File: src/rtl/alu_scheduler_if.sv
// =============================================================================
// alu_scheduler_if : request / ALU-issue / completion bundle for alu_scheduler
// Rev 1.0
// =============================================================================
`default_nettype none

interface alu_scheduler_if;
  logic       req0_valid;
  logic [4:0] req0_opcode;
  logic       req0_ready;
  logic       req1_valid;
  logic [4:0] req1_opcode;
  logic       req1_ready;
  logic       alu_enable;
  logic [4:0] alu_opcode;
  logic       done_valid;
  logic       done_id;
  logic       done_illegal;

  modport master (
    output req0_valid, req0_opcode, req1_valid, req1_opcode,
    input  req0_ready, req1_ready,
    input  alu_enable, alu_opcode, done_valid, done_id, done_illegal
  );

  modport slave (
    input  req0_valid, req0_opcode, req1_valid, req1_opcode,
    output req0_ready, req1_ready,
    output alu_enable, alu_opcode, done_valid, done_id, done_illegal
  );
endinterface

`default_nettype wire

File: src/rtl/alu_scheduler.sv
// =============================================================================
// alu_scheduler : two-requester round-robin issue scheduler for a multi-cycle ALU
// Rev 1.0
// =============================================================================
`default_nettype none

module alu_scheduler #(
  parameter int MUL_LAT = 3,
  parameter int DIV_LAT = 8
) (
  input  wire logic      clk,
  input  wire logic      rst_n,
  alu_scheduler_if.slave sch
);

  typedef enum logic [1:0] {
    S_IDLE = 2'd0,
    S_EXEC = 2'd1,
    S_DONE = 2'd2
  } state_t;

  localparam logic [1:0] C_CLS_SIMPLE = 2'd0;
  localparam logic [1:0] C_CLS_MUL    = 2'd1;
  localparam logic [1:0] C_CLS_DIV    = 2'd2;
  localparam logic [1:0] C_CLS_ILL    = 2'd3;

  localparam logic [3:0] C_MUL_M1 = 4'(MUL_LAT - 1);
  localparam logic [3:0] C_DIV_M1 = 4'(DIV_LAT - 1);

  function automatic logic [1:0] f_class(input logic [4:0] op);
    logic [1:0] cls;
    cls = C_CLS_SIMPLE;
    if (op == 5'd0 || op >= 5'd24)                      cls = C_CLS_ILL;
    else if (op == 5'd3 || op == 5'd20)                 cls = C_CLS_MUL;
    else if (op == 5'd4 || op == 5'd5 || op == 5'd21)   cls = C_CLS_DIV;
    return cls;
  endfunction

  state_t     r_state;
  logic [3:0] r_cnt;
  logic       r_last;
  logic [4:0] r_op;
  logic       r_id;
  logic [1:0] r_cls;
  logic       r_alu_en;
  logic [4:0] r_alu_op;
  logic       r_done_valid;
  logic       r_done_id;
  logic       r_done_illegal;

  logic       w_grant_id;
  logic       w_accept;
  logic [4:0] w_sel_op;
  logic [1:0] w_sel_cls;
  logic [3:0] w_len_m1;

  // On a tie the requester that did not win last time gets the grant.
  assign w_grant_id = (sch.req0_valid && sch.req1_valid) ? ~r_last : sch.req1_valid;
  assign w_accept   = rst_n && (r_state == S_IDLE) && (sch.req0_valid || sch.req1_valid);
  assign w_sel_op   = w_grant_id ? sch.req1_opcode : sch.req0_opcode;
  assign w_sel_cls  = f_class(w_sel_op);

  always_comb begin
    w_len_m1 = 4'd0;
    case (w_sel_cls)
      C_CLS_MUL: w_len_m1 = C_MUL_M1;
      C_CLS_DIV: w_len_m1 = C_DIV_M1;
      default:   w_len_m1 = 4'd0;
    endcase
  end

  assign sch.req0_ready   = w_accept && !w_grant_id;
  assign sch.req1_ready   = w_accept &&  w_grant_id;
  assign sch.alu_enable   = r_alu_en;
  assign sch.alu_opcode   = r_alu_op;
  assign sch.done_valid   = r_done_valid;
  assign sch.done_id      = r_done_id;
  assign sch.done_illegal = r_done_illegal;

  always_ff @(posedge clk) begin
    if (!rst_n) begin
      r_state        <= S_IDLE;
      r_cnt          <= 4'd0;
      r_last         <= 1'b1;
      r_op           <= 5'd0;
      r_id           <= 1'b0;
      r_cls          <= C_CLS_SIMPLE;
      r_alu_en       <= 1'b0;
      r_alu_op       <= 5'd0;
      r_done_valid   <= 1'b0;
      r_done_id      <= 1'b0;
      r_done_illegal <= 1'b0;
    end else begin
      case (r_state)
        S_IDLE: begin
          if (w_accept) begin
            r_op   <= w_sel_op;
            r_id   <= w_grant_id;
            r_cls  <= w_sel_cls;
            r_last <= w_grant_id;
            if (w_sel_cls == C_CLS_ILL) begin
              // Illegal opcodes never reach the ALU and complete immediately.
              r_state        <= S_DONE;
              r_done_valid   <= 1'b1;
              r_done_id      <= w_grant_id;
              r_done_illegal <= 1'b1;
            end else begin
              r_state  <= S_EXEC;
              r_alu_en <= 1'b1;
              r_alu_op <= w_sel_op;
              r_cnt    <= w_len_m1;
            end
          end
        end
        S_EXEC: begin
          if (r_cnt == 4'd0) begin
            r_state        <= S_DONE;
            r_alu_en       <= 1'b0;
            r_alu_op       <= 5'd0;
            r_done_valid   <= 1'b1;
            r_done_id      <= r_id;
            r_done_illegal <= (r_cls == C_CLS_ILL);
          end else begin
            r_cnt <= r_cnt - 4'd1;
          end
        end
        S_DONE: begin
          r_state        <= S_IDLE;
          r_done_valid   <= 1'b0;
          r_done_id      <= 1'b0;
          r_done_illegal <= 1'b0;
        end
        default: r_state <= S_IDLE;
      endcase
    end
  end

endmodule

`default_nettype wire

File: src/flat_wrapper.sv
// flat-port wrapper written by rule: the top's interface ports become plain ports
module alu_scheduler_flat 
#(
  parameter int MUL_LAT = 3,
  parameter int DIV_LAT = 8
)
  (clk, rst_n, sch_req0_valid, sch_req0_opcode, sch_req1_valid, sch_req1_opcode, sch_req0_ready, sch_req1_ready, sch_alu_enable, sch_alu_opcode, sch_done_valid, sch_done_id, sch_done_illegal);
  alu_scheduler_if sch_i ();
  input  wire logic clk;
  input  wire logic rst_n;
  input wire logic [$bits(sch_i.req0_valid)-1:0] sch_req0_valid;
  input wire logic [$bits(sch_i.req0_opcode)-1:0] sch_req0_opcode;
  input wire logic [$bits(sch_i.req1_valid)-1:0] sch_req1_valid;
  input wire logic [$bits(sch_i.req1_opcode)-1:0] sch_req1_opcode;
  output wire logic [$bits(sch_i.req0_ready)-1:0] sch_req0_ready;
  output wire logic [$bits(sch_i.req1_ready)-1:0] sch_req1_ready;
  output wire logic [$bits(sch_i.alu_enable)-1:0] sch_alu_enable;
  output wire logic [$bits(sch_i.alu_opcode)-1:0] sch_alu_opcode;
  output wire logic [$bits(sch_i.done_valid)-1:0] sch_done_valid;
  output wire logic [$bits(sch_i.done_id)-1:0] sch_done_id;
  output wire logic [$bits(sch_i.done_illegal)-1:0] sch_done_illegal;
  assign sch_i.req0_valid = sch_req0_valid;
  assign sch_i.req0_opcode = sch_req0_opcode;
  assign sch_i.req1_valid = sch_req1_valid;
  assign sch_i.req1_opcode = sch_req1_opcode;
  assign sch_req0_ready = sch_i.req0_ready;
  assign sch_req1_ready = sch_i.req1_ready;
  assign sch_alu_enable = sch_i.alu_enable;
  assign sch_alu_opcode = sch_i.alu_opcode;
  assign sch_done_valid = sch_i.done_valid;
  assign sch_done_id = sch_i.done_id;
  assign sch_done_illegal = sch_i.done_illegal;
  alu_scheduler #(.MUL_LAT(MUL_LAT), .DIV_LAT(DIV_LAT)) u_core (.clk(clk), .rst_n(rst_n), .sch(sch_i));
endmodule
File: config.mk
export PLATFORM = sky130hd
export DESIGN_NAME = alu_scheduler_flat
export DESIGN_NICKNAME = d
export VERILOG_FILES = /design/src/rtl/alu_scheduler_if.sv /design/src/rtl/alu_scheduler.sv /design/src/flat_wrapper.sv
export SDC_FILE = /design/constraint.sdc
export NUM_CORES = 1
export LEC_CHECK = 0
export ABC_AREA = 1
export BUFFER_PORTS_ARGS = -buffer_cell sky130_fd_sc_hd__buf_2
export CELL_PAD_IN_SITES_DETAIL_PLACEMENT = 0
export CELL_PAD_IN_SITES_GLOBAL_PLACEMENT = 1
export CORE_MARGIN = 1
export CORE_UTILIZATION = 38
export CTS_CLUSTER_SIZE = 28
export DETAILED_ROUTE_END_ITERATION = 7
export GPL_TIMING_DRIVEN = 0
export HOLD_SLACK_MARGIN = 0.1
export PLACE_DENSITY_LB_ADDON = 0.25
export SYNTH_ARGS = -nofsm -noshare
export SYNTH_HDL_FRONTEND = slang
export SYNTH_SLANG_ARGS = --single-unit
File: constraint.sdc
create_clock -name clk -period 2.1 [get_ports clk]
set_input_delay 0.21 -clock clk [delete_from_list [all_inputs] [get_ports clk]]
set_output_delay 0.21 -clock clk [all_outputs]
set_load 0.005 [all_outputs]
-- Word-level counts from Yosys, hierarchy flattened
Cells that the tools add are included.
- ROM bits: 0
- register bits: 19
- input bits: 14
- output and inout bits: 11
- latch bits: 0
- bits in writable memories: 0
- memories: 0
- logic and storage cells: 82
- add/subtract/negate cells: 1
- $lt $le $gt $ge: 1
- shift operators: 0
- div/mod/pow operators: 0
- multiplexer cells: 32
- reductions and logical operators: 21
- bitwise operators: 1
- equal/unequal tests: 16
- multipliers: 0
- operators with widths (operator ; count):
    5-bit two-way mux ; 4
    2-bit two-way mux ; 6
    4-bit two-way mux ; 3
    4-bit AND reduction ; 3
    1-bit two-way mux ; 11
    5-bit by 3-bit == test with 1-bit output, second input constant ; 2
    5-bit == test, second input constant ; 2
    5-bit case mux with 2 select lines ; 1
    1-bit case mux with 3 select lines ; 3
    2-bit == test, second input constant ; 4
    4-bit case mux with 2 select lines ; 1
    2-bit inequality test, second input constant ; 3
    3-bit case mux with 2 select lines ; 1
    5-bit by 2-bit == test with 1-bit output, second input constant ; 1
    5-bit >= comparator, second input constant ; 1
    1-bit logical AND ; 5
    5-bit logical NOT ; 1
    1-bit logical OR ; 5
    2-bit by 1-bit == test with 1-bit output, second input constant ; 2
    4-bit logical NOT ; 1
    2-bit by 1-bit inequality test with 1-bit output, second input constant ; 2
    2-bit case mux with 2 select lines ; 1
    2-bit AND reduction ; 2
    4-bit by 1-bit subtractor with 4-bit output, second input constant ; 1
    other kinds (6) ; 6

-- Logic depth before layout (Yosys ltp)
Gate-level depths: netlist of the first run.
- word-level depth: 14
- mapped depth: 14
- mapped depth without buffers: 14

-- Least setup slack after synthesis of the first run
OpenSTA, ideal clock, no wires.
- path type: register -> register
- start: reg u_core.r_last
- end: reg u_core.r_cnt[1]
- clock period less this slack: 1779 ps
- slack: 321 ps
- arrival time: 1706 ps
- cell stages (with the launch flop): 14
- data required time: 2027 ps
- library setup time: 73 ps
- buffers on the path: 0
- path through: dfxtp_1 nand2_2 nand2_4 nand2_2 nand2_2 nand3_1 o21bai_2 inv_1 o211ai_1 inv_1 ha_1 mux2i_1 nand3_1 a21oi_1
- longest elaborated chain between the ends: 14
- elaborated cells on any way between the ends: 26
- those cells by class: order compare: 1; eq/ne: 9; mux: 9; bitwise: 1; reduce/logical: 6
- RTL lines (item ; RTL line ; source):
    from (decl) ; alu_scheduler.sv:41 ; logic r_last;
    from (signal assigned) ; alu_scheduler.sv:100 ; r_last <= w_grant_id;
    1-bit NOT * ; alu_scheduler.sv:58 ; assign w_grant_id = (sch.req0_valid && sch.req1_valid) ? ~r_last : sch.req1_valid;
    1-bit two-way mux * ; alu_scheduler.sv:58 ;
    5-bit two-way mux * ; alu_scheduler.sv:60 ; assign w_sel_op = w_grant_id ? sch.req1_opcode : sch.req0_opcode;
    5-bit by 3-bit == test with 1-bit output ; alu_scheduler.sv:35 ; else if (op == 5'd4 || op == 5'd5 || op == 5'd21) cls = C_CLS_DIV;
    1-bit logical OR (2 in a row) ; alu_scheduler.sv:35 ;
    2-bit two-way mux ; alu_scheduler.sv:35 ;
    2-bit two-way mux ; alu_scheduler.sv:34 ; else if (op == 5'd3 || op == 5'd20) cls = C_CLS_MUL;
    2-bit two-way mux * ; alu_scheduler.sv:33 ; if (op == 5'd0 || op >= 5'd24) cls = C_CLS_ILL;
    2-bit == test / 2-bit by 1-bit == test with 1-bit output (equally long branches) ; alu_scheduler.sv:65 ; case (w_sel_cls)
    3-bit case mux with 2 select lines ; alu_scheduler.sv:65 ;
    4-bit two-way mux ; alu_scheduler.sv:101 ; if (w_sel_cls == C_CLS_ILL) begin
    4-bit two-way mux ; alu_scheduler.sv:96 ; if (w_accept) begin
    4-bit case mux with 2 select lines ; alu_scheduler.sv:94 ; case (r_state)
    to (signal assigned) ; alu_scheduler.sv:111 ; r_cnt <= w_len_m1;
    to (signal assigned) ; alu_scheduler.sv:124 ; r_cnt <= r_cnt - 4'd1;
    to (decl) ; alu_scheduler.sv:40 ; logic [3:0] r_cnt;
Every way passes the cells marked *; elsewhere a longest branch is shown, timed or not. The select of a mux whose other input is x is not followed.
A chain may end at the register's enable or synchronous reset.

-- Final worst setup path of the first run
Ends and elaborated chain as after synthesis.

==> out/qor.tcl, run 1 <==
set qor(antenna_fix_cells) 0
set qor(cts_inserted_buffers) 3
set qor(clk_root_buffer_cell) {sky130_fd_sc_hd__clkbuf_4}
set qor(grt_pass1_wl_um) 4330
set qor(ys_seq_area_share_pct) 31.2
set qor(clkSlewWorstSetupHoldPaths_ns) 0.11
set qor(grt_antenna_before_repair) 0
set qor(yosys-top-cells-area) {sky130_fd_sc_hd__dfxtp_1, sky130_fd_sc_hd__nand2_1, sky130_fd_sc_hd__inv_1}
set qor(clock_sink_count) 19
set qor(finalWeightedCongestion) 0.827
set qor(largest_fanout_on_the_critical_path) 6
set qor(clock_latency_on_the_worst_skew_pair_ns) 0.30
set qor(buffer_ports.inserted) 24
set qor(drt_first_iter_violations) 42
set qor(grt_pass1_vias) 1054
set qor(synthesized_netlist_net_count) 198
set qor(chipWidth_um) 58.7
set qor(detail_route.wirelength.met1_um) 1350
set qor(final.min_clock_period_ns) 1.93
set qor(p_leak_nw) 0.752
set qor(grt.overflow.total) 0
set qor(hold_class) {in2reg}
set qor(ctsLongestPathBuffers) 2
set qor(fillCellCount) 319
set qor(placeable_core_area_um2) 3050
set qor(met2_length_um) 1120
set qor(start_kind) {register}
set qor(dpl.cell_count) 246
set qor(report.final.slew_viol_count) 0
set qor(route.top_layer_used) {met4}
set qor(synth_cells) 178
set qor(multi_input_comb_area_um2) 733
set qor(synth_enable_flop_cells) 0
set qor(route.antenna.remaining_nets) 0
set qor(power.combinational.fraction_pct) 58.8
set qor(vdd.ir_drop.worst_uv) 500
set qor(ff_latch_area_um2) 382
set qor(fp.dieArea_um2) 3440
set qor(drc) 0
set qor(finalPower_w) 0.00182
set qor(core.rowCount) 20
set qor(syn-cell-area_um2) 1220
set qor(max_cap_viol_count) 0
set qor(post_synth_num_cell_types) 25
set qor(clock-skew-final_ns) 0.00556
set qor(clockPowerShare_pct) 10.4
set qor(ys_async_sr_fraction_pct) 0
set qor(route.detailed.vias_per_inst) 4.58
set qor(grt.total_usage_pct) 16.2
set qor(floorplan.die.height_um) 58.7
set qor(pin_count_of_the_biggest_net_entering_global_routing) 11
set qor(cp-end-kind) {register}
set qor(syn_avg_cell_area_um2) 6.85
set qor(post-dp-hpwl_um) 2000
set qor(finalHoldViolations) 0
set qor(drt_pass1_iterations) 4
set qor(routed_wire_length_per_instance_um) 10.1
set qor(cts_tree) {built}
set qor(power_dens_cells_nw_per_um2) 1240
set qor(layout_worst_path_cycle_share_pct) 92.1
set qor(relative_slew_slack_pct) 71.6
set qor(htree_num_levels) 1
set qor(pwr-share-seq_pct) 30.8
set qor(synth_top_area_share_pct) 31.2
set qor(total_number_of_vias) 1167
set qor(fmaxAchievable_mhz) 517
set qor(yosys_warnings) 0
set qor(tightestPinTransition_ns) 0.425
set qor(flow.area_growth_from_synthesis_pct) 20.9
set qor(power_report.internal_total_w) 0.000963
set qor(power.switching_w) 0.000861
set qor(worstSetupPathType) {reg2reg}
set qor(outcome) {finished, final reports clean}
set qor(synth_largest_area_cell) {sky130_fd_sc_hd__dfxtp_1}
set qor(timing.final.setup_violations) 0
set qor(yosys_register_bits) 19
set qor(initial_core_util_pct) 40.0
set qor(critical_path_arrival_ns) 2.18
set qor(p_sw_share_pct) 47.2
set qor(cts_hold_repair.buffers) 0
set qor(post_layout_nonfiller_instances) 255
set qor(final_layout_size_suffix_gt1_share_pct) 27.0
set qor(final_nets) 232
set qor(dominantRegCellSynth) {sky130_fd_sc_hd__dfxtp_1}
set qor(wl_met3_um) 72
set qor(critPathRequiredTime_ns) 2.34
set qor(io-pin-count) 25
set qor(wirelength_um) 2570
[registers in the layout, indices dropped and copies added (netlist names)]
| register | count |
|---|---|
| u_core.sch.alu_opcode | 5 |
| u_core.r_cnt | 4 |
| u_core.r_cls | 2 |
| u_core.r_state | 2 |
| u_core.r_id | 1 |
| u_core.r_last | 1 |
| u_core.sch.alu_enable | 1 |
| u_core.sch.done_id | 1 |
| u_core.sch.done_illegal | 1 |
| u_core.sch.done_valid | 1 |
[through the flow]
stage / util, % / setup WS [ns] / hold WS (ns) / cell area, um^2 / setup TNS, ns
after floorplan: - / 0.321 / 0.441 / 1220 / 0
after global placement: 45.7 / 0.0907 / 0.446 / 1400 / 0
after detailed placement: 45.7 / 0.0831 / 0.454 / 1400 / 0
after CTS: 46.6 / 0.0469 / 0.327 / 1420 / 0
after global routing: 48.3 / -0.00902 / 0.359 / 1480 / -0.00902
final: 48.3 / 0.165 / 0.320 / 1480 / 0
[area by class of cell]
class | instances | share of cell area, %
flip-flops and latches | 19 | 25.9
plain buffers | 2 | 0.594
multi-input cells | 126 | 49.7
clock buffers | 4 | 1.78
repair buffers | 28 | 10.2
well taps | 44 | 3.73
inverters | 32 | 8.14
[power groups by stage]
stage          clock [W]  combinational (W)  sequential, W
6_report        0.000190            0.00107       0.000562
5_1_grt         0.000218            0.00123       0.000575
4_1_cts         0.000202            0.00105       0.000559
3_5_place_dp           0            0.00104       0.000567
3_3_place_gp           0            0.00103       0.000559
2_1_floorplan          0           0.000794       0.000561
[layer usage]
layer / track usage, % / vias to the layer above
met5: 0 / -
met4: 7.14 / 0
met3: 2.86 / 4
met2: 26.3 / 15
met1: 21.2 / 515
li1: - / 633
[logic make-up (layout without fill, tap and decap cells)]
| logic type | Yosys count | count (layout) | synth area share (%) |
|---|---|---|---|
| xor+xnor | 1 | 1 | 0.718 |
| mux | 1 | 1 | 0.821 |
| compound gates | 27 | 27 | 12.7 |
| buf+inv | 34 | 66 | 10.6 |
| fa+ha+maj | 6 | 6 | 6.15 |
| simple gates | 90 | 91 | 37.8 |
| flops | 19 | 19 | 31.2 |
[worst paths after layout]
check	slack [ns]	from	to	cells after the start
setup / recovery	0.17	u_core.r_last	u_core.r_cnt[1]	12
setup reg to reg	0.17	u_core.r_last	u_core.r_cnt[1]	12
hold reg to reg	0.47	u_core.sch.alu_opcode[1]	u_core.sch.alu_opcode[1]	2
hold / removal	0.32	sch_req0_opcode[1]	u_core.sch.alu_opcode[1]	5
[worst max-delay path, cell delays in order (launching register included)]
cell and delay, ns:
sky130_fd_sc_hd__dfxtp_2 0.35, sky130_fd_sc_hd__nand2_4 0.09, sky130_fd_sc_hd__nand2_2 0.10, sky130_fd_sc_hd__o21ai_4 0.18, sky130_fd_sc_hd__nand2_2 0.08, sky130_fd_sc_hd__o21bai_2 0.17
sky130_fd_sc_hd__inv_1 0.07, sky130_fd_sc_hd__o211ai_1 0.12, sky130_fd_sc_hd__inv_1 0.07, sky130_fd_sc_hd__ha_1 0.27, sky130_fd_sc_hd__mux2i_1 0.13, sky130_fd_sc_hd__nand3_1 0.11
sky130_fd_sc_hd__a21oi_2 0.13
[Yosys cell counts (2+ instances only)]
| master | n |
|---|---|
| sky130_fd_sc_hd__a21oi_1 | 14 |
| sky130_fd_sc_hd__dfxtp_1 | 19 |
| sky130_fd_sc_hd__ha_1 | 6 |
| sky130_fd_sc_hd__inv_1 | 28 |
| sky130_fd_sc_hd__inv_2 | 3 |
| sky130_fd_sc_hd__nand2_1 | 34 |
| sky130_fd_sc_hd__nand2_2 | 11 |
| sky130_fd_sc_hd__nand3_1 | 17 |
| sky130_fd_sc_hd__nand3_4 | 2 |
| sky130_fd_sc_hd__nand3b_1 | 3 |
| sky130_fd_sc_hd__nand4_1 | 2 |
| sky130_fd_sc_hd__nor2_1 | 17 |
| sky130_fd_sc_hd__o21ai_0 | 10 |
[placed cells by master (no fill, tap or decap), types with 4 or more instances in the layout]
| cell type | count |
|---|---|
| sky130_fd_sc_hd__nor2_1 | 17 |
| sky130_fd_sc_hd__a21oi_1 | 13 |
| sky130_fd_sc_hd__nand2_1 | 34 |
| sky130_fd_sc_hd__buf_4 | 4 |
| sky130_fd_sc_hd__nand2_2 | 10 |
| sky130_fd_sc_hd__ha_1 | 5 |
| sky130_fd_sc_hd__inv_1 | 28 |
| sky130_fd_sc_hd__nand3_1 | 17 |
| sky130_fd_sc_hd__dfxtp_1 | 18 |
| sky130_fd_sc_hd__o21ai_0 | 9 |
| sky130_fd_sc_hd__buf_2 | 25 |
[what timing repair did]
item | in CTS | in global routing
resized for setup | 0 | 6
buffers inserted | 0 | 4
setup endpoints to repair | 0 | 4
(Power assumes the default switching activity.)
==> run 2: changes to the inputs <==
--- a/config.mk
+++ b/config.mk
@@ -7,5 +7,5 @@
 export LEC_CHECK = 0
 export ABC_AREA = 1
-export BUFFER_PORTS_ARGS = -buffer_cell sky130_fd_sc_hd__buf_2
+export BUFFER_PORTS_ARGS = -buffer_cell sky130_fd_sc_hd__buf_4
 export CELL_PAD_IN_SITES_DETAIL_PLACEMENT = 0
 export CELL_PAD_IN_SITES_GLOBAL_PLACEMENT = 1
==> constraint.sdc (replaced) <==
create_clock -name clk -period 2.1 [get_ports clk]
set_input_delay 0.105 -clock clk [delete_from_list [all_inputs] [get_ports clk]]
set_output_delay 0.105 -clock clk [all_outputs]
set_load 0.005 [all_outputs]
==> run 2 against run 1 <==
Against the previous run:
- die area is the same
- utilization up 3.0 points
- setup slack worse by 0.084 ns
- maximum frequency shrank 4.2%
- highest routed layer unchanged
- design area increased by 6.1%
- register-to-register slack got worse by 0.08 ns
- combinational power grew 6%
- critical path type unchanged
- hold slack lost 0.059 ns
- count of clock-buffer cells in the layout unchanged
- clock skew rose by 0.0058 ns
==> out/qor.tcl, run 2 (same netlist as run 1, synthesis figures left out) <==
set qor(outcome) {finished, final reports clean}
set qor(clock_sink_count) 19 ;# unchanged
set qor(max_cap_viol_count) 0 ;# unchanged
set qor(fp.dieArea_um2) 3440 ;# unchanged
set qor(cts_inserted_buffers) 3 ;# unchanged
set qor(hold_class) {in2reg}
set qor(placeable_core_area_um2) 3050 ;# unchanged
set qor(relative_slew_slack_pct) 70.2 ;# -1.4 points
set qor(drt_first_iter_violations) 36 ;# -14%
set qor(start_kind) {register}
set qor(fin_ws_ns) 0.0816 ;# -0.0838 ns
set qor(final_cell_mix) {sky130_fd_sc_hd__nand2_1, sky130_fd_sc_hd__buf_4, sky130_fd_sc_hd__inv_1}
set qor(layout.cells.most_common) {sky130_fd_sc_hd__nand2_1}
set qor(total_number_of_vias) 1212 ;# +3.9%
set qor(grt_setup_unrepaired) {yes}
set qor(chipWidth_um) 58.7 ;# unchanged
set qor(htree_num_levels) 1 ;# unchanged
set qor(worst-path-buf-inv) 2 ;# unchanged
set qor(grt_pass1_wl_um) 4580 ;# +5.9%
set qor(timing.critical_path.slowest_cell_delay_ns) 0.35 ;# about the same
set qor(vdd.ir_drop.worst_uv) 505 ;# +0.97%
set qor(largest_register_ff_count) 5 ;# unchanged
set qor(critPathTopFamily) {compound AO/OA/AOI/OAI gates}
set qor(ctsLongestPathBuffers) 2 ;# unchanged
set qor(final.min_clock_period_ns) 2.02 ;# +0.0838 ns
set qor(clkSlewWorstSetupHoldPaths_ns) 0.12 ;# about the same
set qor(clk_root_buffer_cell) {sky130_fd_sc_hd__clkbuf_4}
set qor(largest_fanout_on_the_critical_path) 6 ;# unchanged
set qor(finalWeightedCongestion) 0.825 ;# -0.31%
set qor(flow.area_growth_from_synthesis_pct) 28.3
set qor(cp-end-kind) {register}
set qor(route.antenna.remaining_nets) 0 ;# unchanged
set qor(report.final.slew_viol_count) 0 ;# unchanged
set qor(route.detailed.vias_per_inst) 4.72 ;# +3.0%
set qor(cts_tree) {built}
set qor(worstSetupPathType) {reg2reg}
set qor(critical_path_arrival_ns) 2.27 ;# +0.09 ns
set qor(grt_antenna_before_repair) 0 ;# unchanged
set qor(finalHoldViolations) 0 ;# unchanged
set qor(io-pin-count) 25 ;# unchanged
set qor(fillCellCount) 320 ;# +0.31%
set qor(wirelength_um) 2750 ;# +7.2%
set qor(drt_pass1_iterations) 4 ;# unchanged
set qor(initial_core_util_pct) 40.0 ;# unchanged
set qor(drc) 0 ;# unchanged
set qor(pre_cts_slack_ns) 0.0648 ;# -0.0183 ns
set qor(fmaxAchievable_mhz) 495 ;# -4.2%
set qor(layout_worst_path_cycle_share_pct) 96.1 ;# +4.0 points
set qor(antenna_fix_cells) 0 ;# unchanged
set qor(timing.final.setup_violations) 0 ;# unchanged
set qor(floorplan.die.height_um) 58.7 ;# unchanged
set qor(grt.total_usage_pct) 17.4 ;# +1.1 points
set qor(final_nets) 234 ;# +0.86%
set qor(crit_slowest_cell) {sky130_fd_sc_hd__dfxtp_2}
set qor(pin_count_of_the_biggest_net_entering_global_routing) 11 ;# unchanged
set qor(clock-skew-final_ns) 0.0114 ;# +0.00581 ns
set qor(routed_wire_length_per_instance_um) 10.7 ;# +6.4%
set qor(clock_latency_on_the_worst_skew_pair_ns) 0.31 ;# about the same
set qor(critPathRequiredTime_ns) 2.35 ;# about the same
set qor(p_leak_nw) 0.778 ;# +3.5%
set qor(sequence_of_cells_on_the_critical_path) {nand2_4 > nand2_4 > buf_6 > o21ai_4 > buf_4 > nand3_1 > o21ai_0 > ha_1 > mux2i_1 > nand3_1 > a21oi_1}
set qor(final_layout_size_suffix_gt1_share_pct) 28.6 ;# +1.6 points
set qor(tightestPinTransition_ns) 0.447 ;# +0.0215 ns
set qor(power_dens_cells_nw_per_um2) 1210 ;# -2.5%
set qor(core.rowCount) 20 ;# unchanged
set qor(grt_pass1_vias) 1094 ;# +3.8%
set qor(cts_hold_repair.buffers) 0 ;# unchanged
set qor(final.setup.tns_ns) 0 ;# unchanged
set qor(post-dp-hpwl_um) 2100 ;# +4.6%
set qor(grt.overflow.total) 0 ;# unchanged
set qor(buffer_ports.inserted) 24 ;# unchanged
==> run 2: cell count changes in the layout (fill, tap and decap cells not counted), sizes merged <==
cell,before,now
buf,29,32
nand2,47,46
==> run 2: per-layer routing <==
layer | part of all wire [%] | global-route usage [%]
met1 | 49 | 21.5
met3 | 2.9 | 4.18
met5 | 0 | 0
met2 | 48 | 30.0
met4 | 0.69 | 5.10
==> run 2: cell type report <==
class / instances / area [um^2] / area share, %
Tap cell: 44 / 55.1 / 3.52
Timing Repair Buffer: 31 / 240 / 15.3
Multi-Input combinational cell: 125 / 733 / 46.8
Clock buffer: 4 / 26.3 / 1.68
Inverter: 32 / 120 / 7.67
Buffer: 2 / 8.76 / 0.560
Sequential cell: 19 / 382 / 24.4
==> run 2: worst reg2reg max path: stages, from the launching register on <==
cell and delay, ns:
sky130_fd_sc_hd__dfxtp_2 0.35, sky130_fd_sc_hd__nand2_4 0.08, sky130_fd_sc_hd__nand2_4 0.08, sky130_fd_sc_hd__buf_6 0.14, sky130_fd_sc_hd__o21ai_4 0.15, sky130_fd_sc_hd__buf_4 0.13
sky130_fd_sc_hd__nand3_1 0.06, sky130_fd_sc_hd__o21ai_0 0.32, sky130_fd_sc_hd__ha_1 0.31, sky130_fd_sc_hd__mux2i_1 0.13, sky130_fd_sc_hd__nand3_1 0.08, sky130_fd_sc_hd__a21oi_1 0.13
==> run 2: report_power, final <==
| group | total (W) | switching, W | internal (W) | leakage (nW) |
|---|---|---|---|---|
| clock | 0.000196 | 0.000122 | 0.0000742 | 0.0150 |
| sequential | 0.000564 | 0.0000786 | 0.000485 | 0.156 |
| combinational | 0.00113 | 0.000677 | 0.000449 | 0.608 |
==> run 2: worst paths after layout <==
check | startpoint | endpoint | slack, ns | depth (start not counted)
setup / recovery | u_core.r_last | u_core.r_cnt[1] | 0.08 | 11
hold / removal | rst_n | u_core.r_last | 0.26 | 3
setup reg to reg | u_core.r_last | u_core.r_cnt[1] | 0.08 | 11
hold reg to reg | u_core.sch.alu_opcode[0] | u_core.sch.alu_opcode[0] | 0.47 | 2
==> run 2: timing repair <==
action	CTS	global route
endpoints found under the setup margin	0	3
resized for setup	0	11
hold endpoints to repair	0	0
setup buffers	0	7
==> run 2: through the flow <==
| stage | hold slack (ns) | total power (W) | cell area (um^2) | cells | utilization, % |
|---|---|---|---|---|---|
| 2_1_floorplan | 0.375 | 0.00136 | 1220 | 178 | - |
| 3_3_place_gp | 0.450 | 0.00163 | 1460 | 246 | 47.7 |
| 3_5_place_dp | 0.454 | 0.00166 | 1460 | 246 | 47.7 |
| 4_1_cts | 0.234 | 0.00186 | 1480 | 250 | 48.5 |
| 5_1_grt | 0.298 | 0.00208 | 1570 | 257 | 51.3 |
| 6_report | 0.261 | 0.00189 | 1570 | 257 | 51.3 |
==> run 3: changes to the inputs <==
Settings changed: ABC_AREA 1 to default, CORE_UTILIZATION 38 to 43, CTS_BUF_LIST from default to sky130_fd_sc_hd__clkbuf_8, TNS_END_PERCENT from default to 30.
==> run 3 against run 2 <==
Against the previous run:
- the run now ends with negative setup slack left
- via count is 8.7% higher
- power fell by 2.1%
- clock power grew 37%
- synthesized cell count decreased by 9.6%
- count of clock-buffer cells in the layout down 1
- area after synthesis increased by 13%
- setup slack worse by 0.40 ns
- highest routed layer unchanged
- sequential share of layout area decreased by 1.8 points
- clock skew shrank 0.0077 ns
- hold slack got worse by 0.11 ns
- largest cell class unchanged
==> out/qor.tcl, run 3 <==
set qor(outcome) {finished with violations}
set qor(failed_checks) {negative setup slack}
set qor(finalCoreUtilization_pct) 55.5 ;# +4.2 points
set qor(ys_async_sr_fraction_pct) 0 ;# unchanged
set qor(fp.dieArea_um2) 3430 ;# -0.46%
set qor(worstSetupPathType) {reg2reg}
set qor(clk_root_buffer_cell) {sky130_fd_sc_hd__clkbuf_8}
set qor(clock_latency_on_the_worst_skew_pair_ns) 0.27 ;# -0.04 ns
set qor(core.rowCount) 20 ;# unchanged
set qor(chipWidth_um) 58.5 ;# -0.23%
set qor(route.detailed.vias_per_inst) 5.68 ;# +20%
set qor(start_kind) {register}
set qor(yosys_warnings) 0 ;# unchanged
set qor(antenna_fix_cells) 0 ;# unchanged
set qor(fillCellCount) 313 ;# -2.2%
set qor(grt.total_usage_pct) 23.3 ;# +5.9 points
set qor(grt_setup_unrepaired) {yes}
set qor(dominantRegCellSynth) {sky130_fd_sc_hd__dfxtp_1}
set qor(io-pin-count) 25 ;# unchanged
set qor(report.final.slew_viol_count) 0 ;# unchanged
set qor(largest_fanout_on_the_critical_path) 9 ;# +3
set qor(cp-end-kind) {register}
set qor(grt_pass1_vias) 1262 ;# +15%
set qor(timing.final.setup_violations) 3 ;# +3
set qor(flow.area_growth_from_synthesis_pct) 23.2
set qor(post-dp-hpwl_um) 2660 ;# +27%
set qor(yosys-top-cells-area) {sky130_fd_sc_hd__dfxtp_1, sky130_fd_sc_hd__ha_1, sky130_fd_sc_hd__nand2_1}
set qor(fmaxAchievable_mhz) 413 ;# -17%
set qor(layout_worst_path_cycle_share_pct) 115 ;# +19 points
set qor(htree_num_levels) 1 ;# unchanged
set qor(yosys_register_bits) 19 ;# unchanged
set qor(synthMostInstantiatedCell) {sky130_fd_sc_hd__dfxtp_1}
set qor(route.antenna.remaining_nets) 0 ;# unchanged
set qor(multi_input_comb_area_um2) 942 ;# +28%
set qor(post_synth_num_cell_types) 57 ;# +130%
set qor(final_layout_size_suffix_gt1_share_pct) 28.7 ;# +0.085 points
set qor(floorplan.die.height_um) 58.5 ;# -0.23%
set qor(final.setup.tns_ns) -0.517 ;# -0.517 ns
set qor(worstReg2RegEnd) {u_core.r_cnt[2]}
set qor(tightestPinTransition_ns) 0.497 ;# +0.0502 ns
set qor(cts_tree) {built}
set qor(wirelength_um) 3440 ;# +25%
set qor(finalWeightedCongestion) 0.828 ;# +0.35%
set qor(critPathRequiredTime_ns) 2.32 ;# -0.03 ns
set qor(worst_setup_path_startpoint) {u_core.r_last}
set qor(pin_count_of_the_biggest_net_entering_global_routing) 12 ;# +1
set qor(syn-cell-area_um2) 1370 ;# +13%
set qor(max_cap_viol_count) 0 ;# unchanged
set qor(drt_pass1_iterations) 4 ;# unchanged
set qor(final_cell_mix) {sky130_fd_sc_hd__buf_4, sky130_fd_sc_hd__nand2_1, sky130_fd_sc_hd__dfxtp_1}
set qor(timing.rr.start) {u_core.r_last}
set qor(placeable_core_area_um2) 3050 ;# unchanged
set qor(ctsLongestPathBuffers) 2 ;# unchanged
set qor(synth_largest_area_cell) {sky130_fd_sc_hd__dfxtp_1}
set qor(ys_seq_area_share_pct) 27.7 ;# -3.5 points
set qor(r2r.worst_path.cells) 11 ;# unchanged
set qor(vdd.ir_drop.worst_uv) 515 ;# +2.0%
set qor(grt_pass1_wl_um) 5940 ;# +30%
set qor(largest_register_ff_count) 5 ;# unchanged
set qor(hold_class) {in2reg}
set qor(final_nets) 209 ;# -11%
set qor(drc) 0 ;# unchanged
set qor(routed_wire_length_per_instance_um) 14.8 ;# +39%
set qor(critical_path_arrival_ns) 2.64 ;# +0.37 ns
set qor(clock_sink_count) 19 ;# unchanged
set qor(clock-skew-final_ns) 0.00369 ;# -0.00768 ns
set qor(synth_cells) 161 ;# -9.6%
set qor(fin_ws_ns) -0.321 ;# -0.403 ns
set qor(grt.overflow.total) 0 ;# unchanged
set qor(synth_top_area_share_pct) 27.7 ;# -3.5 points
set qor(commonest_cells_in_the_netlist) {sky130_fd_sc_hd__dfxtp_1, sky130_fd_sc_hd__nand2_1, sky130_fd_sc_hd__nor2_1, sky130_fd_sc_hd__a21oi_1, sky130_fd_sc_hd__inv_1}
set qor(grt_antenna_before_repair) 0 ;# unchanged
set qor(finalHoldViolations) 0 ;# unchanged
set qor(ff_latch_area_um2) 382 ;# unchanged
set qor(total_number_of_vias) 1318 ;# +8.7%
set qor(synthesized_netlist_net_count) 181 ;# -8.6%
set qor(clkSlewWorstSetupHoldPaths_ns) 0.08 ;# -0.04 ns
set qor(synth_enable_flop_cells) 0 ;# unchanged
set qor(finalPower_w) 0.00185 ;# -2.1%
set qor(relative_slew_slack_pct) 66.9 ;# -3.3 points
set qor(syn_avg_cell_area_um2) 8.53 ;# +25%
set qor(p_leak_nw) 0.683 ;# -12%
set qor(cts_inserted_buffers) 3 ;# unchanged
set qor(initial_core_util_pct) 45.0 ;# +5.0 points
set qor(critical_path.endpoint) {u_core.r_cnt[2]}
set qor(register_to_register_setup_slack_ns) -0.32 ;# -0.40 ns
set qor(buffer_ports.inserted) 22 ;# -8.3%
set qor(layout.cells.most_common) {sky130_fd_sc_hd__buf_4}
set qor(power_dens_cells_nw_per_um2) 1090 ;# -9.5%
set qor(final.min_clock_period_ns) 2.42 ;# +0.403 ns
set qor(drt_first_iter_violations) 55 ;# +53%
run 3: worst min-delay path by stage:
stage	from	to	slack, ns	cells past startpoint
after floorplan	sch_req1_valid	sch_req0_ready	0.27	1
after global placement	rst_n	u_core.sch.alu_opcode[2]	0.42	2
after detailed placement	rst_n	u_core.sch.alu_opcode[2]	0.43	2
after CTS	rst_n	u_core.sch.alu_opcode[2]	0.15	2
after global routing	rst_n	u_core.sch.alu_opcode[2]	0.16	2
final	rst_n	u_core.sch.alu_opcode[2]	0.15	2
run 3: cell type report:
class	count	area share, %
multi-input combinational	124	55.7
sequential	19	22.5
timing repair buffer	23	10.2
buffer	8	3.40
tap	44	3.25
clock buffer	3	2.44
inverter	10	2.22
clock inverter	1	0.296
run 3: routing by layer:
layer / part of all wire, % / vias up / GRT usage (%)
li1: - / 657 / -
met1: 44 / 623 / 28.4
met2: 50 / 32 / 39.4
met3: 4.0 / 6 / 4.40
met4: 2.4 / 0 / 11.2
met5: 0 / - / 0
run 3: cells by family (layout without fill, tap and decap cells):
logic type	count (synthesis)	after routing	share of synthesized area [%]
and+or+nand+nor	51	51	18.2
adders and majority gates	6	6	5.46
buffers and inverters	18	45	6.47
muxes	7	7	5.65
DFF	19	19	27.7
AOI/OAI and AO/OA	58	58	35.2
xor gates and xnor gates	2	2	1.28
run 3: through the flow:
step	instances	hold slack, ns	area, um^2	setup WS (ns)
after floorplan	161	0.265	1390	-0.160
final	232	0.147	1690	-0.321
after CTS	232	0.149	1690	-0.309
after global placement	227	0.417	1610	-0.383
after global routing	232	0.158	1690	-0.448
after detailed placement	227	0.426	1610	-0.436
run 3: where the power goes:
part	leakage [nW]	internal [W]	switching (W)
combinational	0.501	0.000447	0.000568
clock	0.0255	0.000133	0.000136
sequential	0.156	0.000479	0.0000832
run 3: repair_timing:
item	in CTS	in global routing
endpoints found under the setup margin	3	3
pin swaps	1	0
hold buffers	0	0
gates resized for setup	4	1
buffers inserted	1	0
run 3: critical path, stage by stage, from the launching register on:
cell and delay, ns:
sky130_fd_sc_hd__dfxtp_2 0.35, sky130_fd_sc_hd__a21bo_1 0.17, sky130_fd_sc_hd__buf_4 0.17, sky130_fd_sc_hd__mux2_4 0.34
sky130_fd_sc_hd__o21a_1 0.12, sky130_fd_sc_hd__o31ai_2 0.31, sky130_fd_sc_hd__ha_2 0.25, sky130_fd_sc_hd__nand2_1 0.06
sky130_fd_sc_hd__nor2_1 0.13, sky130_fd_sc_hd__a41oi_2 0.06, sky130_fd_sc_hd__a211oi_1 0.24, sky130_fd_sc_hd__o31a_1 0.16
